**config.mk**
```make
export PLATFORM = sky130hd
export DESIGN_NAME = pixel_writer
export DESIGN_NICKNAME = d
export VERILOG_FILES = /design/src/rtl/pixel_writer_pkg.sv /design/src/rtl/word_fifo.sv /design/src/rtl/pixel_writer.sv
export SDC_FILE = /design/constraint.sdc
export NUM_CORES = 1
export LEC_CHECK = 0
export ABC_AREA = 1
export CORE_ASPECT_RATIO = 1.5
export CORE_MARGIN = 3
export CORE_UTILIZATION = 63
export CTS_CLUSTER_DIAMETER = 80
export DETAILED_ROUTE_END_ITERATION = 12
export HOLD_SLACK_MARGIN = 0.08
export PLACE_DENSITY = 0.86
export SYNTH_ARGS = -nofsm -noshare
export SYNTH_HDL_FRONTEND = slang
export SYNTH_SLANG_ARGS = --single-unit
```
**constraint.sdc**
```tcl
create_clock -name clock -period 5.65 [get_ports clock]
set_input_delay 0.565 -clock clock [delete_from_list [all_inputs] [get_ports clock]]
set_output_delay 0.565 -clock clock [all_outputs]
set_load 0.02 [all_outputs]
```
**src/rtl/pixel_writer_pkg.sv**
```systemverilog
// rtl/pixel_writer_pkg.sv - shared types for the pixel writer
// Purpose: pixel and packed-pair types plus the writer FSM state encoding.
// Ports: none (package).
package pixel_writer_pkg;

    typedef logic [15:0] pixel_t;

    // hi = odd (later) pixel, lo = even (earlier) pixel of a raster pair
    typedef struct packed {
        pixel_t hi;
        pixel_t lo;
    } pixel_pair_t;

    typedef enum logic [1:0] {
        IDLE  = 2'd0,
        RUN   = 2'd1,
        DRAIN = 2'd2
    } pixel_writer_state_e;

endpackage

```
**src/rtl/word_fifo.sv**
```systemverilog
// rtl/word_fifo.sv - show-ahead word FIFO with async active-low reset
// Purpose: small circular buffer; head entry is visible on rdata_o whenever
//          empty_o is low, and is consumed by pop_i.
// Ports:
//   clock, reset_n   clock and asynchronous active-low reset
//   push_i, wdata_i  write strobe and data (ignored when full)
//   pop_i            consume head entry (ignored when empty)
//   rdata_o          head entry
//   full_o, empty_o  occupancy flags
module word_fifo #(
    parameter int WIDTH = 32,
    parameter int DEPTH = 4
) (
    input  logic             clock,
    input  logic             reset_n,
    input  logic             push_i,
    input  logic [WIDTH-1:0] wdata_i,
    input  logic             pop_i,
    output logic [WIDTH-1:0] rdata_o,
    output logic             full_o,
    output logic             empty_o
);

    localparam int AW = $clog2(DEPTH);
    localparam logic [AW:0] FULL_CNT = (AW + 1)'(DEPTH);

    // Pointers wrap by natural overflow, which needs a power-of-two depth.
    if (DEPTH < 2 || (DEPTH & (DEPTH - 1)) != 0) begin : g_bad_depth
        $error("word_fifo: DEPTH must be a power of two >= 2");
    end

    logic [WIDTH-1:0] mem_q [DEPTH];
    logic [AW-1:0]    wr_ptr_q, wr_ptr_d;
    logic [AW-1:0]    rd_ptr_q, rd_ptr_d;
    logic [AW:0]      count_q, count_d;
    logic             do_push, do_pop;

    assign full_o  = (count_q == FULL_CNT);
    assign empty_o = (count_q == '0);
    assign rdata_o = mem_q[rd_ptr_q];

    assign do_push = push_i && !full_o;
    assign do_pop  = pop_i && !empty_o;

    always_comb begin
        wr_ptr_d = wr_ptr_q;
        rd_ptr_d = rd_ptr_q;
        count_d  = count_q;
        if (do_push) begin
            wr_ptr_d = wr_ptr_q + 1'b1;
        end
        if (do_pop) begin
            rd_ptr_d = rd_ptr_q + 1'b1;
        end
        case ({do_push, do_pop})
            2'b10:   count_d = count_q + 1'b1;
            2'b01:   count_d = count_q - 1'b1;
            default: count_d = count_q;
        endcase
    end

    always_ff @(posedge clock or negedge reset_n) begin
        if (!reset_n) begin
            wr_ptr_q <= '0;
            rd_ptr_q <= '0;
            count_q  <= '0;
            for (int i = 0; i < DEPTH; i++) begin
                mem_q[i] <= '0;
            end
        end else begin
            wr_ptr_q <= wr_ptr_d;
            rd_ptr_q <= rd_ptr_d;
            count_q  <= count_d;
            if (do_push) begin
                mem_q[wr_ptr_q] <= wdata_i;
            end
        end
    end

endmodule

```
**src/rtl/pixel_writer.sv**
```systemverilog
// rtl/pixel_writer.sv - packs RGB565 pixel pairs and writes a frame over Avalon-MM
// Purpose: final render stage; accepts a raster pixel stream, packs even/odd
//          pairs into 32-bit words and writes them to base_addr + 4*word.
// Ports:
//   clock, reset_n                 clock and asynchronous active-low reset
//   start, base_addr               frame request and buffer byte address
//   busy, frame_done               frame in progress / one-cycle completion
//   px_valid, px_ready, px_color   pixel stream handshake and data
//   m1_address, m1_writedata,
//   m1_write, m1_waitrequest       Avalon-MM write master
module pixel_writer
    import pixel_writer_pkg::*;
#(
    parameter logic [15:0] H_RESOLUTION = 16'd256,
    parameter logic [15:0] V_RESOLUTION = 16'd192,
    parameter int          FIFO_DEPTH   = 4
) (
    input  logic        clock,
    input  logic        reset_n,
    input  logic        start,
    input  logic [31:0] base_addr,
    output logic        busy,
    output logic        frame_done,
    input  logic        px_valid,
    output logic        px_ready,
    input  logic [15:0] px_color,
    output logic [31:0] m1_address,
    output logic [31:0] m1_writedata,
    output logic        m1_write,
    input  logic        m1_waitrequest
);

    localparam logic [31:0] TOTAL_PIXELS = 32'(H_RESOLUTION) * 32'(V_RESOLUTION);
    localparam logic [31:0] TOTAL_WORDS  = TOTAL_PIXELS >> 1;

    // Rows must hold whole pixel pairs so every word stays inside the frame.
    if (H_RESOLUTION[0] != 1'b0) begin : g_bad_hres
        $error("pixel_writer: H_RESOLUTION must be even");
    end

    pixel_writer_state_e state_q, state_d;
    logic [31:0]         base_q, base_d;
    logic [31:0]         pix_cnt_q, pix_cnt_d;
    logic [31:0]         word_cnt_q, word_cnt_d;
    pixel_t              hold_q, hold_d;

    logic                fifo_full, fifo_empty;
    logic                fifo_push, fifo_pop;
    logic                px_accept;
    pixel_pair_t         fifo_wdata, fifo_rdata;

    // Ready depends on registered state only, never on px_valid.
    assign px_ready  = (state_q == RUN) && !fifo_full;
    assign px_accept = px_valid && px_ready;

    // Odd-index pixel completes a pair and is pushed alongside the held one.
    assign fifo_push  = px_accept && pix_cnt_q[0];
    assign fifo_wdata = '{hi: px_color, lo: hold_q};

    assign m1_write     = !fifo_empty;
    assign fifo_pop     = m1_write && !m1_waitrequest;
    assign m1_address   = base_q + (word_cnt_q << 2);
    assign m1_writedata = fifo_rdata;

    assign busy       = (state_q != IDLE);
    assign frame_done = (state_q == DRAIN) && fifo_empty && (word_cnt_q == TOTAL_WORDS);

    word_fifo #(
        .WIDTH (32),
        .DEPTH (FIFO_DEPTH)
    ) u_word_fifo (
        .clock   (clock),
        .reset_n (reset_n),
        .push_i  (fifo_push),
        .wdata_i (fifo_wdata),
        .pop_i   (fifo_pop),
        .rdata_o (fifo_rdata),
        .full_o  (fifo_full),
        .empty_o (fifo_empty)
    );

    always_comb begin
        state_d    = state_q;
        base_d     = base_q;
        pix_cnt_d  = pix_cnt_q;
        word_cnt_d = word_cnt_q;
        hold_d     = hold_q;

        if (fifo_pop) begin
            word_cnt_d = word_cnt_q + 32'd1;
        end

        case (state_q)
            IDLE: begin
                if (start) begin
                    base_d     = base_addr;
                    pix_cnt_d  = '0;
                    word_cnt_d = '0;
                    state_d    = RUN;
                end
            end
            RUN: begin
                if (px_accept) begin
                    pix_cnt_d = pix_cnt_q + 32'd1;
                    if (!pix_cnt_q[0]) begin
                        hold_d = px_color;
                    end
                    if (pix_cnt_q == TOTAL_PIXELS - 32'd1) begin
                        state_d = DRAIN;
                    end
                end
            end
            DRAIN: begin
                if (frame_done) begin
                    state_d = IDLE;
                end
            end
            default: state_d = IDLE;
        endcase
    end

    always_ff @(posedge clock or negedge reset_n) begin
        if (!reset_n) begin
            state_q    <= IDLE;
            base_q     <= '0;
            pix_cnt_q  <= '0;
            word_cnt_q <= '0;
            hold_q     <= '0;
        end else begin
            state_q    <= state_d;
            base_q     <= base_d;
            pix_cnt_q  <= pix_cnt_d;
            word_cnt_q <= word_cnt_d;
            hold_q     <= hold_d;
        end
    end

endmodule

```
==> impl_metrics.tcl <==
set metrics [dict create \
    io_buffer_count 120 \
    syn_area_mm2 0.0139 \
    postCtsSetupBuffers 0 \
    totalNegativeSetupSlack_ns 0 \
    switchingPower_mw 3.31 \
    clock-sinks 249 \
    htreeDepth 1 \
    crit_path_end_kind "primary output" \
    cts_tree "yes" \
    antenna_found_initial 0 \
    yosys_warnings 0 \
    die_h_um 188 \
    period_share_pct 65.2 \
    drt_iter0_markers 1123 \
    die-area_mm2 0.0239 \
    holdWs_ns 0.0353 \
    final_antenna_net_count 0 \
    setup_viol_count_final 0 \
    place_ws_ns 2.52 \
    finalMaxSlewViolations 0 \
    grt_max_degree 151 \
    yosys.area.top_type "dfrtp_1" \
    nets 2106 \
    post_drt_wl_per_cell_um 16.4 \
    status "finished clean" \
    dp_hpwl_um 26100 \
    synth_cell_types 37 \
    p_leak_nw 8.05 \
    seqPwrFrac_pct 35.0 \
    pwr-share-comb_pct 44.3 \
    drv_cap 0 \
    hold_buffers 0 \
    peakVddDrop_uv 417 \
    top_level_ports 121 \
    placed_area_mm2 0.0152 \
    worst_pin_slew_ns 1.18 \
    fin_skew_ns 0.0127 \
    fillCellCount 1680 \
    synth-seq-area-share_pct 44.9 \
    power.share.clock_pct 20.7 \
    rsz0062_at_grt "false" \
    die_x_um 127 \
    synth_edf_count 0 \
    coreArea_mm2 0.0213 \
    gp_congestion 0.963 \
    syn_to_final_growth_pct 15.4 \
    numCtsBuffers 25 \
    grt_first_pass_wirelength_um 62400 \
    worst_ep_required_time_ns 5.09 \
    synth_nets 2018 \
    path_class "register to primary output" \
    dp_cells 2255 \
    timing.final.ws_setup_ns 1.97 \
    start_util_pct 65.1 \
    cts-root-buf "clkbuf_16" \
    netlist_instances 1926 \
    async_reset_ff_share_pct 100 \
    netlist.area_leader.share_pct 44.9 \
    fp-row-count 65 \
    finish.utilization_pct 75.1 \
    ys_ff_latch 249 \
    internal_power_mw 4.74 \
    finalPower_mw 8.05 \
    n_antenna_cell 0 \
    via_count 13100 \
    stdcell_count 2301 \
    drive_above_1_share_pct 3.34 \
    switching_share_pct 41.1 \
    ys.flop_type "dfrtp_1" \
    cts.repair.resized 0 \
    final_cell_area_mm2 0.0160 \
    grt_overflow_total 0 \
    clk_pin_slew_ns 0.07 \
    report.final.hold_viol_count 0 \
    fin_crit_ns 3.68 \
    arrival_ns 3.12 \
    clockBufferDepth 3 \
    synth.area.top_cells "dfrtp_1, nand2_1, nor2_1" \
    cp-start-kind "register" \
    syn_avg_cell_area_um2 7.20 \
    worstSkewPairLatency_ns 0.53 \
    routed_via_density 5.69 \
    wirelength_um 37800 \
    fmax_mhz 272 \
    grt_pass1_vias 13100 \
    drcViolationCount 0 \
    hp-class "input pin to asynchronous set/reset pin" \
    slew_headroom_pct 21.3 \
    grt_use_total_pct 31.6 \
    path_max_fanout 4 \
    p_per_area_mw_per_mm2 503 \
    drt_pass1_iterations 8 \
]
[path summary, 6_finish.rpt]
check                                   startpoint                            endpoint  slack, ns  cells past startpoint
hold reg to reg             base_q[19]$_DFFE_PN0P_              base_q[19]$_DFFE_PN0P_       0.49                      2
setup reg to reg            state_q[1]$_DFFE_PN0P_            pix_cnt_q[9]$_DFFE_PN0P_       3.09                      8
setup / recovery           word_cnt_q[0]$_DFF_PN0_                      m1_address[30]       1.97                     13
hold / removal                             reset_n   u_word_fifo.mem_q[73]$_DFFE_PN0P_       0.04                      1
min in group clock          base_q[19]$_DFFE_PN0P_              base_q[19]$_DFFE_PN0P_       0.49                      2
max in group asynchronous                  reset_n  u_word_fifo.count_q[2]$_DFFE_PN0P_       4.30                      2
[power groups by stage]
stage / Sequential (mW) / Clock [mW] / Combinational, mW
final: 2.82 / 1.67 / 3.57
after floorplan: 2.70 / 0 / 2.29
after CTS: 2.80 / 1.69 / 3.58
after global placement: 2.79 / 0 / 3.44
after global routing: 2.88 / 1.77 / 3.93
after detailed placement: 2.82 / 0 / 3.53
[cell usage in the layout, fill, tap and decap left out, types with 17 or more instances in the layout]
cell / n
a21oi_1: 45
clkbuf_16: 25
clkdlybuf4s50_1: 119
dfrtp_1: 248
ha_1: 37
inv_1: 216
nand2_1: 602
nand3_1: 78
nand4_1: 35
nor2_1: 240
nor3_1: 17
o21ai_0: 118
o21ai_1: 129
o22ai_1: 32
xor2_1: 19
[cells by family after synthesis]
kind of cell,after synthesis,share of synthesized area [%]
adders and majority gates,39,3.63
DFF,249,44.9
xor gates and xnor gates,23,1.45
and+or+nand+nor,994,29.3
buffers and inverters,284,8.05
AOI/OAI and AO/OA,337,12.7
[Yosys cell counts, types with 3 or more instances]
| cell | n |
|---|---|
| o21bai_1 | 8 |
| nand4_1 | 35 |
| xor2_1 | 19 |
| inv_1 | 217 |
| xnor2_1 | 4 |
| o22ai_1 | 32 |
| nand3_1 | 78 |
| buf_4 | 3 |
| nor3b_1 | 3 |
| ha_1 | 37 |
| nor3_1 | 17 |
| buf_2 | 32 |
| o21ai_1 | 129 |
| nand2_1 | 603 |
| nand2_4 | 4 |
| dfrtp_1 | 249 |
| nor2_1 | 240 |
| a21oi_1 | 45 |
| clkbuf_1 | 28 |
| o21ai_0 | 118 |
| nor3_2 | 3 |
[worst max-delay path: stages (launching register included)]
cell             delay, ns
dfrtp_1               0.38
ha_1                  0.23
inv_1                 0.08
fa_1                  0.41
inv_1                 0.14
nand3_1               0.08
nand3_1               0.17
nand3_1               0.10
nand3_1               0.16
nand2_1               0.09
nand2_1               0.08
nand2_1               0.05
nand2_1               0.05
clkdlybuf4s50_1       0.59
[area by class of cell]
type                       count  area (µm²)  share of cell area [%]
clock inverter                11         108                   0.672
tap                          268         335                    2.09
sequential                   249        6230                    38.9
multi-input combinational   1393        6530                    40.8
timing repair buffer         126        1260                    7.89
clock buffer                  35         723                    4.52
inverter                     219         822                    5.13
[sequential cells by signal, summed over array words and instances (netlist names)]
| name | count |
|---|---|
| u_word_fifo.mem_q | 128 |
| word_cnt_q | 32 |
| hold_q | 16 |
| u_word_fifo.wr_ptr_q | 2 |
| pix_cnt_q | 32 |
| u_word_fifo.rd_ptr_q | 2 |
| state_q | 2 |
| base_q | 32 |
| u_word_fifo.count_q | 3 |
[metal layers]
layer / up-vias / share of wire [%] / routed length, µm / global-route usage (%)
met5: - / 0 / 0 / 0
met4: 0 / 4.7 / 1760 / 15.1
met1: 6134 / 38 / 14500 / 36.8
met3: 133 / 5.1 / 1940 / 3.56
met2: 489 / 52 / 19600 / 57.4
li1: 6342 / - / - / -
Note: power is estimated with default switching activity, not from simulation.
